## config.mk

```make
export PLATFORM = sky130hd
export DESIGN_NAME = nn_layer_seq
export DESIGN_NICKNAME = d
export VERILOG_FILES = /design/src/rtl/nn_layer_seq.sv
export SDC_FILE = /design/constraint.sdc
export NUM_CORES = 1
export LEC_CHECK = 0
export ABC_CLOCK_PERIOD_IN_PS = 11450
export BUFFER_PORTS_ARGS = -buffer_cell sky130_fd_sc_hd__buf_2
export CAP_MARGIN = 20
export CORE_UTILIZATION = 40
export CTS_BUF_LIST = sky130_fd_sc_hd__clkbuf_16
export DETAILED_ROUTE_END_ITERATION = 6
export PLACE_DENSITY = 0.6
export SLEW_MARGIN = 10
export SYNTH_ARGS = -nofsm -noshare
export SYNTH_HDL_FRONTEND = slang
export SYNTH_SLANG_ARGS = --single-unit
```

## constraint.sdc

```tcl
create_clock -name clk -period 11.45 [get_ports clk]
set_input_delay 0 -clock clk [delete_from_list [all_inputs] [get_ports clk]]
set_output_delay 0 -clock clk [all_outputs]
set_load 0.005 [all_outputs]
```

## src/rtl/nn_layer_seq.sv

```systemverilog
`default_nettype none
// ============================================================================
// Module      : nn_layer_seq
// Description : Time-multiplexed single-layer perceptron with a loadable
//               weight/threshold bank, shared saturating MAC, step activation.
// Revision    : 1.0  initial release
// ============================================================================
module nn_layer_seq #(
    parameter  int N_IN  = 4,
    parameter  int N_OUT = 4,
    parameter  int IN_W  = 1,
    parameter  int W_W   = 8,
    parameter  int ACC_W = 12,
    localparam int AW    = $clog2(N_OUT*(N_IN+1))
) (
    input  logic                  clk,
    input  logic                  rst_n,
    input  logic                  cfg_we,
    input  logic [AW-1:0]         cfg_addr,
    input  logic [ACC_W-1:0]      cfg_wdata,
    input  logic                  start,
    input  logic [N_IN*IN_W-1:0]  x_in,
    output logic                  busy,
    output logic                  done,
    output logic [N_OUT-1:0]      y_out
);

    localparam int N_CFG = N_OUT*(N_IN+1);
    localparam int N_WT  = N_OUT*N_IN;
    localparam int WAW   = (N_WT  > 1) ? $clog2(N_WT)  : 1;
    localparam int NW    = (N_OUT > 1) ? $clog2(N_OUT) : 1;
    localparam int IW    = (N_IN  > 1) ? $clog2(N_IN)  : 1;
    localparam int PW    = IN_W + W_W + 1;
    localparam int SUM_W = ((ACC_W > PW) ? ACC_W : PW) + 1;

    localparam logic [1:0] S_IDLE = 2'd0;
    localparam logic [1:0] S_MAC  = 2'd1;
    localparam logic [1:0] S_ACT  = 2'd2;

    localparam logic [IW-1:0] c_I_LAST = IW'(N_IN-1);
    localparam logic [NW-1:0] c_N_LAST = NW'(N_OUT-1);
    localparam logic signed [SUM_W-1:0] c_ACC_MAX =
        {{(SUM_W-ACC_W+1){1'b0}}, {(ACC_W-1){1'b1}}};
    localparam logic signed [SUM_W-1:0] c_ACC_MIN =
        {{(SUM_W-ACC_W+1){1'b1}}, {(ACC_W-1){1'b0}}};

    logic signed [W_W-1:0]   w_q [N_WT];
    logic signed [ACC_W-1:0] t_q [N_OUT];

    logic [1:0]              state_q, state_d;
    logic [NW-1:0]           n_q, n_d;
    logic [IW-1:0]           i_q, i_d;
    logic signed [ACC_W-1:0] acc_q, acc_d;
    logic [N_IN*IN_W-1:0]    x_q, x_d;
    logic [N_OUT-1:0]        ybuf_q, ybuf_d;
    logic [N_OUT-1:0]        y_q, y_d;
    logic                    busy_q, busy_d;
    logic                    done_q, done_d;

    logic [AW:0]             w_cfg_ext;
    logic [WAW-1:0]          w_widx;
    logic [IN_W-1:0]         w_x;
    logic signed [IN_W:0]    w_xs;
    logic signed [W_W-1:0]   w_wt;
    logic signed [PW-1:0]    w_prod;
    logic signed [SUM_W-1:0] w_sum;
    logic signed [ACC_W-1:0] w_sat;
    logic                    w_fire;
    logic [N_OUT-1:0]        w_ybuf_set;

    // The bank is frozen while busy, so the running evaluation needs no shadow copy.
    assign w_cfg_ext = {1'b0, cfg_addr};

    always_ff @(posedge clk or negedge rst_n) begin
        if (!rst_n) begin
            for (int k = 0; k < N_WT; k++)  w_q[k] <= '0;
            for (int k = 0; k < N_OUT; k++) t_q[k] <= ACC_W'(1);
        end else if (cfg_we && !busy_q) begin
            if (w_cfg_ext < (AW+1)'(N_WT))
                w_q[WAW'(cfg_addr)] <= cfg_wdata[W_W-1:0];
            else if (w_cfg_ext < (AW+1)'(N_CFG))
                t_q[NW'(cfg_addr - AW'(N_WT))] <= cfg_wdata;
        end
    end

    assign w_widx = WAW'(n_q) * WAW'(N_IN) + WAW'(i_q);
    assign w_x    = x_q[i_q*IN_W +: IN_W];
    assign w_xs   = {1'b0, w_x};
    assign w_wt   = w_q[w_widx];
    assign w_prod = w_xs * w_wt;
    assign w_sum  = {{(SUM_W-ACC_W){acc_q[ACC_W-1]}}, acc_q}
                  + {{(SUM_W-PW){w_prod[PW-1]}}, w_prod};

    always_comb begin
        w_sat = w_sum[ACC_W-1:0];
        if (w_sum > c_ACC_MAX)      w_sat = c_ACC_MAX[ACC_W-1:0];
        else if (w_sum < c_ACC_MIN) w_sat = c_ACC_MIN[ACC_W-1:0];
    end

    assign w_fire = (acc_q >= t_q[n_q]);

    always_comb begin
        w_ybuf_set      = ybuf_q;
        w_ybuf_set[n_q] = w_fire;
    end

    always_comb begin
        state_d = state_q;
        n_d     = n_q;
        i_d     = i_q;
        acc_d   = acc_q;
        x_d     = x_q;
        ybuf_d  = ybuf_q;
        y_d     = y_q;
        busy_d  = busy_q;
        done_d  = 1'b0;
        case (state_q)
            S_IDLE: begin
                if (start) begin
                    x_d     = x_in;
                    acc_d   = '0;
                    n_d     = '0;
                    i_d     = '0;
                    busy_d  = 1'b1;
                    state_d = S_MAC;
                end
            end
            S_MAC: begin
                acc_d = w_sat;
                if (i_q == c_I_LAST) state_d = S_ACT;
                else                 i_d     = i_q + IW'(1);
            end
            S_ACT: begin
                ybuf_d = w_ybuf_set;
                if (n_q == c_N_LAST) begin
                    y_d     = w_ybuf_set;
                    done_d  = 1'b1;
                    busy_d  = 1'b0;
                    state_d = S_IDLE;
                end else begin
                    n_d     = n_q + NW'(1);
                    i_d     = '0;
                    acc_d   = '0;
                    state_d = S_MAC;
                end
            end
            default: begin
                busy_d  = 1'b0;
                state_d = S_IDLE;
            end
        endcase
    end

    always_ff @(posedge clk or negedge rst_n) begin
        if (!rst_n) begin
            state_q <= S_IDLE;
            n_q     <= '0;
            i_q     <= '0;
            acc_q   <= '0;
            x_q     <= '0;
            ybuf_q  <= '0;
            y_q     <= '0;
            busy_q  <= 1'b0;
            done_q  <= 1'b0;
        end else begin
            state_q <= state_d;
            n_q     <= n_d;
            i_q     <= i_d;
            acc_q   <= acc_d;
            x_q     <= x_d;
            ybuf_q  <= ybuf_d;
            y_q     <= y_d;
            busy_q  <= busy_d;
            done_q  <= done_d;
        end
    end

    assign busy  = busy_q;
    assign done  = done_q;
    assign y_out = y_q;

endmodule
`default_nettype wire

```

==> impl_metrics.py, run 1 <==
metrics = {
    "synthesis": {
        "async_reset_ff_share_pct": 100,
        "syn_area_per_cell_um2": 14.3,
        "synth_area_leader_cell": "dfrtp_1",
        "synth_seq_area_share_pct": 49.9,
        "syn-num-nets": 793,
        "synth-seq-cells": 207,
        "synth_cells": 727,
        "ys.flop_type": "dfrtp_1",
        "ys_types": 61,
        "netlist_top_cells_area": "dfrtp_1 (49%), mux2_2 (20%), mux4_2 (11%)",
        "mappedNetlistArea_mm2": 0.0104,
        "yosysWarnings": 0,
        "synth_top_area_share_pct": 48.9,
        "synth_edf_count": 0,
    },
    "clock_network": {
        "path_clk_slew_ns": 0.06,
        "hold_buffers": 10,
        "cts_inserted_buffers": 24,
        "postCtsSetupRepairBufs": 0,
        "clockBufferDepth": 3,
        "clock_sinks": 207,
        "clk_latency_ns": 0.52,
        "tritoncts": "done",
        "post_cts.resized_instances": 0,
        "htree_num_levels": 1,
        "cts_root_buf": "clkbuf_16",
    },
    "critical_path": {
        "critical-path-slowest-cell": "mux4_2",
        "reg2reg_depth": 14,
        "path_cells": "buf_4, mux4_2, mux4_2, nor2b_1, ha_1, ha_1, fa_1, a21o_1, a22oi_2, o221ai_2, or2_4, o2111a_2, nor3b_4, a221o_1",
        "crit_type": "reg2reg",
        "worst_path_largest_cell_delay_ns": 0.60,
        "cp-start-kind": "flip-flop",
        "r2r_slack_ns": 6.54,
        "cp-end-kind": "flip-flop",
        "r2r-start": "i_q[0]",
        "required_ns": 11.89,
        "path_max_fanout": 36,
        "cp.arrival_ns": 5.35,
        "reg2reg_to": "acc_q[5]",
    },
    "timing": {
        "maxSlewViolCount": 0,
        "finalWorstSetupSlack_ns": 6.54,
        "timing.final.hold_violations": 0,
        "fin_tns_setup_ns": 0,
        "setup_violations": 0,
        "tightest_slew_ns": 1.04,
        "relSlewSlack_pct": 30.2,
        "max_freq_ghz": 0.204,
        "rsz0062_at_grt": "no",
        "min_period_over_period_pct": 42.9,
        "period_minus_slack_ns": 4.91,
        "skew_ns": 0.0205,
    },
    "placement": {
        "post-place-ws_ns": 6.52,
        "dp_hpwl_um": 16000,
        "globalplace.congestion": 0.813,
        "port_buffers": 30,
    },
    "floorplanning": {
        "dieArea_mm2": 0.0266,
        "die_x_um": 163,
        "fp-row-count": 58,
        "core_area_mm2": 0.0253,
        "die_y_um": 163,
        "ios": 31,
        "initial_core_util_pct": 41.1,
    },
    "final_layout": {
        "area_growth_pct": 12.5,
        "post-route-util_pct": 46.2,
        "finalNetCount": 823,
        "drive_gt1_share_pct": 41.9,
    },
    "drt": {
        "first_iter_violations": 331,
        "antenna_left": 0,
        "vias": 6181,
        "wl_um": 23600,
        "wire_per_inst_um": 21.4,
        "first_pass_iters": 4,
        "drcViolationCount": 0,
        "via_per_inst": 5.59,
    },
    "power": {
        "p_per_area_mw_per_mm2": 228,
        "peakVddDrop_uv": 117,
        "p_leak_nw": 5.56,
    },
    "global_route": {
        "grt.total_usage_pct": 18.7,
        "grt_max_degree": 136,
        "grt_pass1_vias": 6727,
        "antenna_found_initial": 2,
        "grt_overflow": 0,
        "grt_first_pass_wirelength_um": 37800,
    },
    "status": {
        "status": "complete, no violations",
    },
    "worst_hold_path": {
        "whs_path_depth": 2,
        "hold_path_startpoint": "cfg_wdata[0]",
        "hold_path_class": "in2reg",
        "hold_end": "t_q[24]",
    },
    "job": {
        "maxCapViolCount": 0,
    },
}
-- area by class of cell --
type                    instances  area, µm²
well taps                     330        413
flip-flops and latches        207       5190
clock buffers                  24        601
fillers                      2188      13600
clock inverters                20        129
repair buffers                 46        327
diodes                          1       2.50
inverters                      25       93.8
multi-input cells             453       4950
-- cell usage after synthesis (all sizes together), types with 5 or more instances --
cell and count:
a21o 6, a21oi 9, a221o 10, and3 5, buf 12, clkbuf 30
dfrtp 203, ha 40, inv 25, mux2 182, mux2i 5, mux4 51
nand2 35, nor2 11, nor2b 15, nor3 5, o21ai 12, xnor2 8
-- report_power, final --
group          switching (W)  leakage [nW]  internal (W)
clock               0.000301         0.379      0.000404
sequential          0.000114          2.78      0.000887
combinational       0.000482          2.40      0.000478
total               0.000896          5.56       0.00177
-- stage by stage --
stage | cells | area (µm²) | hold slack (ns) | total power [W]
final | 1106 | 11700 | 0.0288 | 0.00267
after global routing | 1105 | 11700 | 0.0286 | 0.00283
after CTS | 1103 | 11700 | 0.00313 | 0.00269
after detailed placement | 1049 | 10800 | 0.246 | 0.00198
after global placement | 1049 | 10800 | 0.229 | 0.00193
after floorplan | 727 | 10400 | -0.296 | 0.00172
-- critical path: cells and delay by family (launching register included) --
kind / cells / cell delay (ns)
AND/OR/NAND/NOR: 3 / 0.84
multiplexers: 2 / 1.06
AO/OA/AOI/OAI: 5 / 0.99
adder cells (fa/ha/maj): 3 / 1.03
buffers and inverters: 1 / 0.56
flip-flops: 1 / 0.34
-- cells in the final DEF (no fill, tap or decap), types with 3 or more instances in the layout --
master         synthesis  final
dfrtp_1              203    201
nand3b_1               4      4
o31ai_1                4      4
ha_1                  40     40
inv_1                 24     29
a31oi_1                3      3
dfstp_2                4      4
mux2_2               182    182
o21ai_0               11     11
clkbuf_16              0     24
a21oi_1                9      9
a21o_1                 4      4
mux2i_1                5      5
nand3_1                4      4
mux4_2                51     51
nor3_1                 4      4
and3_1                 4      4
nand2_1               35     35
a221o_1               10     10
dlygate4sd3_1          0     11
nor2b_1               15     15
nor2_1                11     11
buf_2                 12     29
nor3b_1                3      3
clkinv_2               0      4
xnor2_1                8      8
buf_4                  0      4
clkinv_1               0      7
-- metal layers --
| layer | GRT usage, % | share of wire [%] | vias up |
|---|---|---|---|
| li1 | - | - | 2772 |
| met1 | 24.0 | 43 | 3225 |
| met2 | 31.4 | 49 | 135 |
| met3 | 3.22 | 4.3 | 47 |
| met4 | 7.43 | 3.2 | 2 |
| met5 | 0 | 0.055 | - |
-- flip-flops by register name, indices dropped and copies added (netlist names) --
register,count
i_q,2
y_out,4
done,1
t_q,48
x_q,4
n_q,2
acc_q,12
ybuf_q,3
busy,1
state_q,2
w_q,128
-- worst max-delay path by stage --
stage,to,cells after the start,from,slack (ns)
2_1_floorplan,acc_q[0],15,i_q[0],7.04
5_1_grt,acc_q[0],14,i_q[0],6.24
4_1_cts,acc_q[5],14,i_q[0],6.50
3_3_place_gp,acc_q[0],13,i_q[1],6.66
6_report,acc_q[5],14,i_q[0],6.54
3_5_place_dp,acc_q[5],14,i_q[0],6.52
-- cells by family after synthesis --
family,after synthesis,share of synthesized area [%]
simple gates,95,4.95
fa+ha+maj,41,5.01
buf+inv,67,2.56
compound gates,69,5.55
flops,207,49.9
mux,238,31.2
xor+xnor,10,0.842
Power figures use the tool's default switching activity.
==> run 2: changes to the inputs <==
--- a/config.mk
+++ b/config.mk
@@ -5,7 +5,7 @@
 export SDC_FILE = /design/constraint.sdc
 export NUM_CORES = 1
 export LEC_CHECK = 0
-export ABC_CLOCK_PERIOD_IN_PS = 11450
+export ABC_CLOCK_PERIOD_IN_PS = 4690
 export BUFFER_PORTS_ARGS = -buffer_cell sky130_fd_sc_hd__buf_2
 export CAP_MARGIN = 20
 export CORE_UTILIZATION = 40
==> constraint.sdc (replaced) <==
create_clock -name clk -period 4.69 [get_ports clk]
set_input_delay 0 -clock clk [delete_from_list [all_inputs] [get_ports clk]]
set_output_delay 0 -clock clk [all_outputs]
set_load 0.005 [all_outputs]
==> impl_metrics.py, run 2 (synthesis gave the netlist of run 1 again) <==
metrics = {
    "status": {
        "status": "complete, no violations",
    },
    "drt": {
        "first_pass_iters": 4,
        "wire_per_inst_um": 21.2,
        "wl_um": 23600,
        "via_per_inst": 5.56,
        "antenna_left": 0,
        "vias": 6187,
        "first_iter_violations": 363,
        "drcViolationCount": 0,
    },
    "power": {
        "p_total_w": 0.00653,
        "p_leak_nw": 5.61,
        "p_per_area_mw_per_mm2": 557,
        "peakVddDrop_uv": 363,
    },
    "critical_path": {
        "path_max_fanout": 16,
        "required_ns": 5.14,
        "cp-startpoint": "i_q[0]",
        "cp-start-kind": "flip-flop",
        "r2r-start": "i_q[0]",
        "cp-end-kind": "flip-flop",
        "crit_family": "multiplexers",
        "crit_type": "reg2reg",
        "worst_path_largest_cell_delay_ns": 0.60,
        "critical-path-slowest-cell": "dfrtp_4",
        "r2r_slack_ns": 0.28,
        "path_cells": "buf_12, mux4_2, mux4_2, nor2b_1, ha_1, ha_1, and3_1, a22oi_2, o221ai_2, nor2_2, or4_1, o41ai_4, buf_4, a221o_1",
        "cp.arrival_ns": 4.86,
        "critPathBufInv": 2,
    },
    "final_layout": {
        "final_cell_mix": "dfrtp_1 (201), mux2_2 (182), mux4_2 (51)",
        "regMostFlops": "w_q",
        "design_area_mm2": 0.0117,
        "diodes": 0,
        "area_growth_pct": 12.8,
        "drive_gt1_share_pct": 42.2,
        "post-route-util_pct": 46.3,
        "finalNetCount": 833,
        "largest_reg_flops": 128,
        "biggestRegsByFlops": "w_q: 128 flops, t_q: 48 flops, acc_q: 12 flops",
        "final_common_cell": "dfrtp_1",
    },
    "global_route": {
        "grt_pass1_vias": 6832,
        "grt_max_degree": 126,
        "grt_overflow": 0,
        "antenna_found_initial": 0,
        "grt.total_usage_pct": 18.6,
        "grt_first_pass_wirelength_um": 38200,
    },
    "placement": {
        "port_buffers": 30,
        "globalplace.congestion": 0.817,
        "dp_hpwl_um": 16400,
        "post-place-ws_ns": 0.0754,
        "place_area_mm2": 0.0109,
    },
    "floorplanning": {
        "ios": 31,
        "die_x_um": 163,
        "initial_core_util_pct": 41.1,
        "die_y_um": 163,
        "dieArea_mm2": 0.0266,
        "fp-row-count": 58,
        "core_area_mm2": 0.0253,
    },
    "timing": {
        "max_freq_ghz": 0.227,
        "min_period_over_period_pct": 94.0,
        "skew_ns": 0.0149,
        "tightest_slew_ns": 1.09,
        "maxSlewViolCount": 0,
        "timing.final.hold_violations": 0,
        "rsz0062_at_grt": "no",
        "finalWorstSetupSlack_ns": 0.281,
        "relSlewSlack_pct": 27.3,
        "setup_violations": 0,
        "period_minus_slack_ns": 4.41,
        "fin_tns_setup_ns": 0,
    },
    "job": {
        "maxCapViolCount": 0,
    },
    "worst_hold_path": {
        "hold_path_startpoint": "cfg_wdata[5]",
        "hold_path_class": "in2reg",
    },
    "clock_network": {
        "cts_root_buf": "clkbuf_16",
        "clk_latency_ns": 0.52,
        "path_clk_slew_ns": 0.06,
        "tritoncts": "done",
        "htree_num_levels": 1,
        "cts_inserted_buffers": 24,
        "clockBufferDepth": 3,
        "clock_sinks": 207,
    },
}
run 2: changes by cell type in the layout (fill, tap and decap cells not counted), moves of 2 or more:
cell and change:
buf_4 +9, clkinv_1 -4, buf_12 +2, clkinv_2 -3
inv_1 +7
run 2: cell type report:
class	count	area (µm²)
fillers	2163	13600
flip-flops and latches	207	5190
multi-input cells	453	4950
clock buffers	24	601
well taps	330	413
repair buffers	56	407
inverters	25	93.8
clock inverters	17	77.6
run 2: worst paths after layout:
kind / depth (start not counted) / to
setup reg to reg: 14 / acc_q[8]
max in group asynchronous: 3 / i_q[0]
hold / removal: 2 / w_q[109]
hold reg to reg: 2 / y_out[3]
min in group asynchronous: 2 / w_q[91]
setup / recovery: 14 / acc_q[8]
run 2: power by group:
| part | internal (W) | switching (W) | leakage (nW) |
|---|---|---|---|
| registers | 0.00217 | 0.000292 | 2.78 |
| logic | 0.00126 | 0.00118 | 2.45 |
| clock network | 0.000918 | 0.000708 | 0.375 |
| total | 0.00435 | 0.00218 | 5.61 |
run 2: worst register-to-register path: cells and delay by family, from the launching register on:
family	cells	cell delay, ns
multiplexers	2	1.10
AND/OR/NAND/NOR	4	1.03
adder cells (fa/ha/maj)	2	0.64
flip-flops	1	0.60
AO/OA/AOI/OAI	4	0.54
buffers and inverters	2	0.46
run 2: per-stage QoR:
stage,hold slack (ns),cells
after floorplan,-0.296,727
after global placement,0.199,1058
after detailed placement,0.231,1058
after CTS,0.0182,1110
after global routing,0.0473,1112
final,0.0140,1112
run 2: routing by layer:
metal / track usage [%] / vias up / wire length (µm)
li1: - / 2782 / -
met1: 24.0 / 3259 / 10300
met2: 32.6 / 110 / 12100
met3: 2.72 / 36 / 749
met4: 4.89 / 0 / 519
met5: 0 / - / 0
run 2: what timing repair did:
item	4_1_cts	5_1_grt
gates resized for setup	0	2
hold buffers	11	0
endpoints found under the hold margin	147	0
setup endpoints to repair	0	11
buffers inserted	0	2
